==> src/rtl/psum_collector.sv <==
// Accumulates a configurable number of partial sums per output pixel, rescales and
// saturates each result, and queues it in a first-word-fall-through FIFO.
module psum_collector #(
   parameter int WIDTH      = 16,
   parameter int MAX_PASSES = 16,
   parameter int FRAC_SHIFT = 8,
   parameter int FIFO_DEPTH = 8,
   localparam int PW        = $clog2(MAX_PASSES + 1),
   localparam int A_WIDTH   = 2 * WIDTH + 1,
   localparam int ACC_WIDTH = A_WIDTH + PW
) (
   input  logic               clk,
   input  logic               rst,
   input  logic               i_start,
   input  logic [PW-1:0]      i_cfg_passes,
   input  logic [15:0]        i_cfg_outputs,
   input  logic [A_WIDTH-1:0] i_psum,
   input  logic               i_psum_valid,
   output logic [WIDTH-1:0]   o_out_data,
   output logic               o_out_valid,
   input  logic               i_out_ready,
   output logic               o_fifo_full,
   output logic               o_busy,
   output logic               o_done,
   output logic               o_overflow
);

   localparam int AW = $clog2(FIFO_DEPTH);
   localparam logic [AW:0] DEPTH_CNT = (AW + 1)'(FIFO_DEPTH);

   typedef enum logic [1:0] {S_IDLE, S_RUN, S_DRAIN, S_DONE} state_t;

   state_t               r_state;
   logic [PW-1:0]        r_passes;
   logic [15:0]          r_outputs;
   logic [ACC_WIDTH-1:0] r_acc;
   logic [PW-1:0]        r_pass_cnt;
   logic [15:0]          r_out_cnt;
   logic [WIDTH-1:0]     r_stage;
   logic                 r_stage_valid;
   logic [WIDTH-1:0]     r_mem [FIFO_DEPTH];
   logic [AW-1:0]        r_rd_ptr;
   logic [AW-1:0]        r_wr_ptr;
   logic [AW:0]          r_count;
   logic                 r_overflow;

   logic [ACC_WIDTH-1:0] w_final;
   logic [ACC_WIDTH-1:0] w_shifted;
   logic [WIDTH-1:0]     w_sat;
   logic                 w_last_pass;
   logic                 w_load;
   logic                 w_full;
   logic                 w_pop;
   logic                 w_push;
   logic                 w_drop;

   assign w_final     = r_acc + ACC_WIDTH'(i_psum);
   assign w_shifted   = w_final >> FRAC_SHIFT;
   assign w_sat       = (|w_shifted[ACC_WIDTH-1:WIDTH]) ? '1 : w_shifted[WIDTH-1:0];
   assign w_last_pass = (r_pass_cnt >= r_passes - 1'b1);
   assign w_load      = (r_state == S_RUN) && i_psum_valid && w_last_pass;

   // A full FIFO still accepts the stage if the head leaves in the same cycle.
   assign w_full = (r_count == DEPTH_CNT);
   assign w_pop  = (r_count != '0) && i_out_ready;
   assign w_push = r_stage_valid && (!w_full || w_pop);
   assign w_drop = r_stage_valid && w_full && !w_pop;

   assign o_out_valid = (r_count != '0);
   assign o_out_data  = o_out_valid ? r_mem[r_rd_ptr] : '0;
   assign o_fifo_full = w_full;
   assign o_busy      = (r_state != S_IDLE);
   assign o_done      = (r_state == S_DONE);
   assign o_overflow  = r_overflow;

   always_ff @(posedge clk) begin
      if (w_push) r_mem[r_wr_ptr] <= r_stage;
   end

   always_ff @(posedge clk) begin
      if (!rst) begin
         r_state       <= S_IDLE;
         r_passes      <= '0;
         r_outputs     <= '0;
         r_acc         <= '0;
         r_pass_cnt    <= '0;
         r_out_cnt     <= '0;
         r_stage       <= '0;
         r_stage_valid <= 1'b0;
         r_rd_ptr      <= '0;
         r_wr_ptr      <= '0;
         r_count       <= '0;
         r_overflow    <= 1'b0;
      end else begin
         r_stage_valid <= w_load;
         if (w_load) r_stage <= w_sat;

         if (w_push) r_wr_ptr <= r_wr_ptr + 1'b1;
         if (w_pop)  r_rd_ptr <= r_rd_ptr + 1'b1;
         if (w_push && !w_pop)      r_count <= r_count + 1'b1;
         else if (!w_push && w_pop) r_count <= r_count - 1'b1;

         if (r_state == S_IDLE && i_start) r_overflow <= 1'b0;
         else if (w_drop)                  r_overflow <= 1'b1;

         case (r_state)
            S_IDLE: begin
               if (i_start) begin
                  r_passes   <= (i_cfg_passes == '0) ? PW'(1) : i_cfg_passes;
                  r_outputs  <= i_cfg_outputs;
                  r_acc      <= '0;
                  r_pass_cnt <= '0;
                  r_out_cnt  <= '0;
                  r_state    <= (i_cfg_outputs == '0) ? S_DONE : S_RUN;
               end
            end
            S_RUN: begin
               if (i_psum_valid) begin
                  if (!w_last_pass) begin
                     r_acc      <= w_final;
                     r_pass_cnt <= r_pass_cnt + 1'b1;
                  end else begin
                     r_acc      <= '0;
                     r_pass_cnt <= '0;
                     r_out_cnt  <= r_out_cnt + 16'd1;
                     if (r_out_cnt + 16'd1 == r_outputs) r_state <= S_DRAIN;
                  end
               end
            end
            S_DRAIN: begin
               if (!r_stage_valid && r_count == '0) r_state <= S_DONE;
            end
            S_DONE: begin
               r_state <= S_IDLE;
            end
            default: r_state <= S_IDLE;
         endcase
      end
   end

endmodule

==> config.mk <==
export PLATFORM = sky130hd
export DESIGN_NAME = psum_collector
export DESIGN_NICKNAME = d
export VERILOG_FILES = /design/src/rtl/psum_collector.sv
export SDC_FILE = /design/constraint.sdc
export NUM_CORES = 1
export LEC_CHECK = 0
export ABC_AREA = 1
export BUFFER_PORTS_ARGS = -buffer_cell sky130_fd_sc_hd__buf_2
export CORE_ASPECT_RATIO = 0.6
export CORE_MARGIN = 10
export CORE_UTILIZATION = 50
export CTS_BUF_LIST = sky130_fd_sc_hd__clkbuf_2 sky130_fd_sc_hd__clkbuf_4 sky130_fd_sc_hd__clkbuf_8
export CTS_CLUSTER_SIZE = 10
export DETAILED_ROUTE_END_ITERATION = 8
export HOLD_SLACK_MARGIN = 0.02
export PLACE_DENSITY = 0.73
export SYNTH_ARGS = -nofsm -noshare
export SYNTH_HDL_FRONTEND = slang
export SYNTH_SLANG_ARGS = --single-unit
==> constraint.sdc <==
create_clock -name clk -period 3 [get_ports clk]
set_input_delay 0.15 -clock clk [delete_from_list [all_inputs] [get_ports clk]]
set_output_delay 0.15 -clock clk [all_outputs]
set_load 0.05 [all_outputs]
## Word-level counts from Yosys, hierarchy flattened

Memories as Yosys holds them, arrays and structs flattened. A register that Yosys moved wholly into a read port is not among the register bits.
Cells that the tools add are included.

| word-level totals | value |
|---|---|
| register bits after elaboration | 110 |
| latch bits | 0 |
| memory bits (writable) | 128 |
| bits in read-only memories | 0 |
| input port bits | 59 |
| memories | 1 |

Memory list:

| name | depth | width | read ports | clocked after Yosys merged registers in | wr ports | RTL line | RTL |
|---|---|---|---|---|---|---|---|
| r_mem | 8 | 16 | 1 | 1 | 1 | 41 | `logic [WIDTH-1:0] r_mem [FIFO_DEPTH];` |

| cells by class | value |
|---|---|
| add/sub/neg operators | 8 |
| multiply operators | 0 |
| divide/modulo/power cells | 0 |
| magnitude comparators | 1 |
| equality and inequality tests | 10 |
| shifts and indexed selects | 0 |
| multiplexer cells | 28 |
| bitwise operators | 1 |
| reductions and logical operators | 29 |

Operators with widths:

| operator | number |
|---|---|
| 38-bit two-way mux | 3 |
| 16-bit two-way mux | 5 |
| 38-bit case mux with 2 select lines | 1 |
| 38-bit by 33-bit adder with 38-bit output | 1 |
| 16-bit case mux with 2 select lines | 1 |
| 5-bit two-way mux | 4 |
| 16-bit by 1-bit adder with 16-bit output (second input constant) | 1 |
| 16-bit equality test | 1 |
| 16-bit zero test | 1 |
| 14-bit OR reduction | 1 |
| 2-bit two-way mux | 6 |
| 1-bit logical AND | 10 |
| 5-bit case mux with 2 select lines | 1 |
| 4-bit two-way mux | 2 |
| 2-bit != test (second input constant) | 4 |
| 2-bit case mux with 4 select lines | 1 |
| 3-bit by 1-bit adder with 3-bit output (second input constant) | 2 |
| 3-bit two-way mux | 2 |
| 2-bit nonzero test | 3 |
| 5-bit by 1-bit adder with 5-bit output (second input constant) | 1 |
| 5-bit greater-or-equal comparator | 1 |
| 5-bit zero test | 1 |
| 5-bit AND reduction | 1 |
| 5-bit by 1-bit subtractor with 5-bit output (second input constant) | 1 |
| 17 further kinds | 22 |

## Longest topological paths before layout

| depth | value |
|---|---|
| word-level depth | 8 |
| depth in mapped cells | 19 |
| depth with buffers taken out | 18 |

## Worst setup path before layout

OpenSTA, ideal clock, no wires.

| timing path | value |
|---|---|
| kind | register to register |
| start point | register r_count[0] |
| end point | register r_count[3] |
| setup time | 119 ps |
| data arrival time | 3266 ps |
| data required time | 2881 ps |
| setup slack | -385 ps |
| stages on the path, launching flop included | 17 |
| buffers on the path | 0 |
| clock period less this slack | 3385 ps |
| cell sequence | dfxtp_1 nor2_1 inv_1 nor3_1 nand2_1 nand2_1 inv_1 ha_1 inv_1 ha_1 and3_1 a211oi_1 nor2_1 nor2_1 nand2_1 o21ai_0 a21oi_1 |

| on the way | value |
|---|---|
| longest elaborated chain between the ends | 7 |
| elaborated cells between the ends (all ways) | 15 |
| those cells by class | 2 x add/sub; 1 x eq/ne; 2 x mux; 10 x reduce/logical |

RTL lines:

| what | RTL line | RTL |
|---|---|---|
| start: declaration | 44 | `logic [AW:0] r_count;` |
| start signal: assignment | 100 | `if (w_push && !w_pop) r_count <= r_count + 1'b1;` |
| start signal: assignment | 101 | `else if (!w_push && w_pop) r_count <= r_count - 1'b1;` |
| 4-bit equality test * | 64 | `assign w_full = (r_count == DEPTH_CNT);` |
| net o_fifo_full | 22 | `output logic o_fifo_full,` |
| 1-bit zero test * | 66 | `assign w_push = r_stage_valid && (!w_full \|\| w_pop);` |
| 1-bit logical OR * | 66 |  |
| 1-bit logical AND * | 66 |  |
| net w_push | 54 | `logic w_push;` |
| 1-bit zero test | 101 |  |
| 1-bit logical AND | 101 |  |
| 2-bit nonzero test (no source line) | - |  |

Mark *: on every way through the listed nets, which the timed path passes. The rest lies on a longest branch. The select of a mux whose other input is x is not followed.
A chain may end at the register's enable or synchronous reset.

==> results.json <==
{
  "die_w_um": 230,
  "timing.final.setup_violations": 0,
  "power_share_of_the_clock_group": 0.244,
  "cts_root_buffer": "sky130_fd_sc_hd__clkbuf_8",
  "comb_power_share": 0.426,
  "routabilityCongestion": 1.001,
  "critical_path_arrival_ps": 2650,
  "route.vias.total": 11721,
  "timing_worst_setup_path_type": "reg -> out",
  "die_area_um2": 33580,
  "timing.hold.worst.class": "in -> reg",
  "clock-skew-final_ps": 37.09,
  "post-route-min-period_ps": 2799,
  "critPathTopFamily": "flip-flops",
  "drv.max_cap_violation_count": 0,
  "count_of_clock_tree_sinks": 241,
  "ir_worst_vdd_v": 0.0004640,
  "post_route_wl_um": 36430,
  "power_per_cell_area_nw_per_um2": 785.8,
  "yosys.cell_types.count": 45,
  "critical-path-top-cell-by-count": "sky130_fd_sc_hd__o21ai_0",
  "dieHeight_um": 146,
  "final_layout_setup_total_negative_slack_ps": 0,
  "post_synth_instance_area_um2": 13230,
  "antenna_found_initial": 1,
  "slew_violations": 0,
  "synth_edf_count": 128,
  "yosys_warnings": 0,
  "timing.final.crit_share": 0.9330,
  "number_of_cts_inserted_buffers": 38,
  "grt_overflow_total": 0,
  "cp_data_required_time_ps": 2850,
  "area_growth_pct": 14.33,
  "rsz0062_at_grt": "no",
  "path_cells": "buf_4 > o21ai_0 > o22ai_1 > o21ai_0 > a31oi_1 > buf_2",
  "seq_power_share": 0.331,
  "ctsHtreeMaxLevel": 2,
  "post_synthesis_average_cell_area_um2": 7.683,
  "cp-start-kind": "flop",
  "worstSkewPairLatency_ps": 580,
  "cpPeakStageDelay_ps": 860,
  "final_layout_size_suffix_gt1_frac": 0.1167,
  "grt_pass1_vias": 11041,
  "synth_fp_nets": 1833,
  "max_clock_freq_mhz": 357.3,
  "global_route.usage.total": 0.2111,
  "grt_start_max_net_pins": 65,
  "drt_first_iter_violations": 1039,
  "wire_per_inst_um": 16.34,
  "critPathBufInv": 2,
  "p_int_mw": 6.752,
  "holdWs_ps": 117.2,
  "post_synthesis_sequential_area_ratio": 0.4615,
  "cts_buffer_depth": 3,
  "post-route-drc-count": 0,
  "wire_length_of_the_first_global_routing_pass_um": 57970,
  "cts_tree": "yes",
  "post-dp-hpwl_um": 26030,
  "peak_fanout_along_the_critical_path": 18,
  "total_number_of_nets_in_the_final_design": 1952,
  "cp_max_delay_cell": "sky130_fd_sc_hd__dfxtp_1",
  "final_util": 0.5763,
  "ys_async_sr_fraction": 0,
  "cts.clk_slew.worst_paths_ps": 60,
  "p_sw_mw": 5.134,
  "static-leakage-power_nw": 6.691,
  "fp-row-count": 46,
  "port_buffers": 79,
  "worst_slew_pin_slew_ps": 830.0,
  "dpl_worst_slack_ps": 276.0,
  "final.setup.worst_slack_ps": 200.9,
  "initial_core_utilization": 0.5041,
  "coreArea_um2": 26250,
  "timing.final.hold_violations": 0,
  "number_of_vias_per_cell": 5.256,
  "outcome": "finished clean",
  "setup.worst_path.end_class": "output port",
  "power.switching_fraction": 0.4319,
  "top_level_ports": 80,
  "postSynthRegisterBits": 241,
  "yosys_most_used_dff": "sky130_fd_sc_hd__edfxtp_1",
  "detail-route-antenna-nets": 0,
  "detailedRoute.firstPassIterationCount": 6,
  "gate_count_after_technology_mapping": 1722,
  "timing.slew.headroom": 0.4459
}
path summary, 6_finish.rpt:
kind / end / slack [ps] / cells after the start / from
worst max-delay path: o_out_data[13] / 200 / 6 / flop
worst min-delay path: r_state[1]$_SDFFE_PN0P_ / 120 / 4 / rst
worst max register to register: r_stage[2]$_SDFFE_PN0P_ / 260 / 15 / r_acc[0]$_SDFFE_PN0P_
worst min register to register: o_overflow$_SDFFE_PP0P_ / 460 / 2 / o_overflow$_SDFFE_PP0P_
synthesized netlist by cell type, types with 2 or more instances:
cell                       number  share of area
sky130_fd_sc_hd__a211oi_1       3         0.0017
sky130_fd_sc_hd__a21o_1         2         0.0011
sky130_fd_sc_hd__a21oi_1       98          0.037
sky130_fd_sc_hd__a21oi_2        3         0.0020
sky130_fd_sc_hd__a31oi_1       16         0.0076
sky130_fd_sc_hd__and3_1         2        0.00095
sky130_fd_sc_hd__buf_1          2        0.00057
sky130_fd_sc_hd__buf_2          4         0.0015
sky130_fd_sc_hd__buf_6          2         0.0017
sky130_fd_sc_hd__clkbuf_1      43          0.012
sky130_fd_sc_hd__dfxtp_1      113           0.17
sky130_fd_sc_hd__edfxtp_1     128           0.29
sky130_fd_sc_hd__fa_1           2         0.0030
sky130_fd_sc_hd__ha_1          50          0.047
sky130_fd_sc_hd__inv_1        227          0.064
sky130_fd_sc_hd__inv_2          4         0.0011
sky130_fd_sc_hd__nand2_1      422           0.12
sky130_fd_sc_hd__nand2_2       16         0.0076
sky130_fd_sc_hd__nand3_1       56          0.021
sky130_fd_sc_hd__nand3_2        9         0.0068
sky130_fd_sc_hd__nand4_1       30          0.014
sky130_fd_sc_hd__nor2_1       258          0.073
sky130_fd_sc_hd__nor2_2         8         0.0038
sky130_fd_sc_hd__nor2_4         3         0.0026
sky130_fd_sc_hd__nor3_1        11         0.0042
sky130_fd_sc_hd__nor3_2         2         0.0015
sky130_fd_sc_hd__nor4_1         4         0.0019
sky130_fd_sc_hd__o21a_1         2         0.0011
sky130_fd_sc_hd__o21ai_0      120          0.045
sky130_fd_sc_hd__o22ai_1       16         0.0076
sky130_fd_sc_hd__o32ai_1        9         0.0060
sky130_fd_sc_hd__or2_2          3         0.0014
sky130_fd_sc_hd__xnor2_1       10         0.0066
sky130_fd_sc_hd__xnor3_1        2         0.0034
sky130_fd_sc_hd__xor2_1        32          0.021
final cells by class:
type                       instances  area, um2
inverter                         232      874.6
timing repair buffer             131      883.3
multi-input combinational       1197       6037
sequential                       241       6107
fill                            2424      11120
clock buffer                      51      639.4
tap                              360      450.4
antenna                            2      5.005
clock inverter                    16      128.9
through the flow:
stage | instances | area, um2 | total power, mW
floorplan | 1722 | 13240 | 7.553
global placement | 2136 | 14080 | 8.864
detailed placement | 2136 | 14080 | 8.937
CTS | 2227 | 15090 | 11.87
global route | 2229 | 15120 | 12.60
finish | 2230 | 15130 | 11.89
worst min-delay path, cell delays in order:
cell	delay, ps
sky130_fd_sc_hd__buf_2	100
sky130_fd_sc_hd__buf_4	230
sky130_fd_sc_hd__nand2_1	100
sky130_fd_sc_hd__nor2_1	30
power groups by stage:
stage,Sequential (mW),Clock [mW],Combinational (mW)
after CTS,3.92,2.96,4.99
after floorplan,3.90,0,3.65
after global placement,3.98,0,4.89
after global routing,3.96,3.10,5.54
after detailed placement,3.99,0,4.94
final,3.93,2.90,5.06
repair_timing:
action                                  CTS  global route
endpoints found under the setup margin    0            16
endpoints found under the hold margin    23             0
hold buffers                             24             0
setup buffers                             0             1
gates resized for setup                   0             2
per-layer routing:
layer | track usage | wire length (um) | part of all wire | vias up
li1 | - | - | - | 5851
met1 | 0.3056 | 17580 | 0.48 | 5388
met2 | 0.3091 | 15190 | 0.42 | 427
met3 | 0.04770 | 3023 | 0.083 | 55
met4 | 0.05634 | 641 | 0.018 | 0
met5 | 0 | 0 | 0 | -
layout by cell type (no fill, tap or decap), types with 32 or more instances in the layout:
master / instances
sky130_fd_sc_hd__nand3_1: 56
sky130_fd_sc_hd__edfxtp_1: 128
sky130_fd_sc_hd__xor2_1: 32
sky130_fd_sc_hd__o21ai_0: 120
sky130_fd_sc_hd__inv_1: 227
sky130_fd_sc_hd__ha_1: 50
sky130_fd_sc_hd__buf_2: 79
sky130_fd_sc_hd__nand2_1: 422
sky130_fd_sc_hd__nor2_1: 258
sky130_fd_sc_hd__clkbuf_8: 41
sky130_fd_sc_hd__dfxtp_1: 112
sky130_fd_sc_hd__a21oi_1: 98
registers in the layout, summed over array words and instances, names as in the netlist, named ones only:
signal         count
o_overflow         1
r_passes           5
r_count            4
r_stage           16
r_mem            128
r_state            2
r_outputs         16
r_pass_cnt         5
r_wr_ptr           3
r_stage_valid      1
r_acc             38
r_rd_ptr           3
r_out_cnt         16
cell families after synthesis:
kind of cell,Yosys count,share of synthesized area
XOR/XNOR,44,0.03121
buffers and inverters,284,0.08294
AO/OA/AOI/OAI,274,0.1125
AND/OR/NAND/NOR,827,0.2615
flip-flops,241,0.4615
adder cells (fa/ha/maj),52,0.05031
Power figures use the tool's default switching activity.
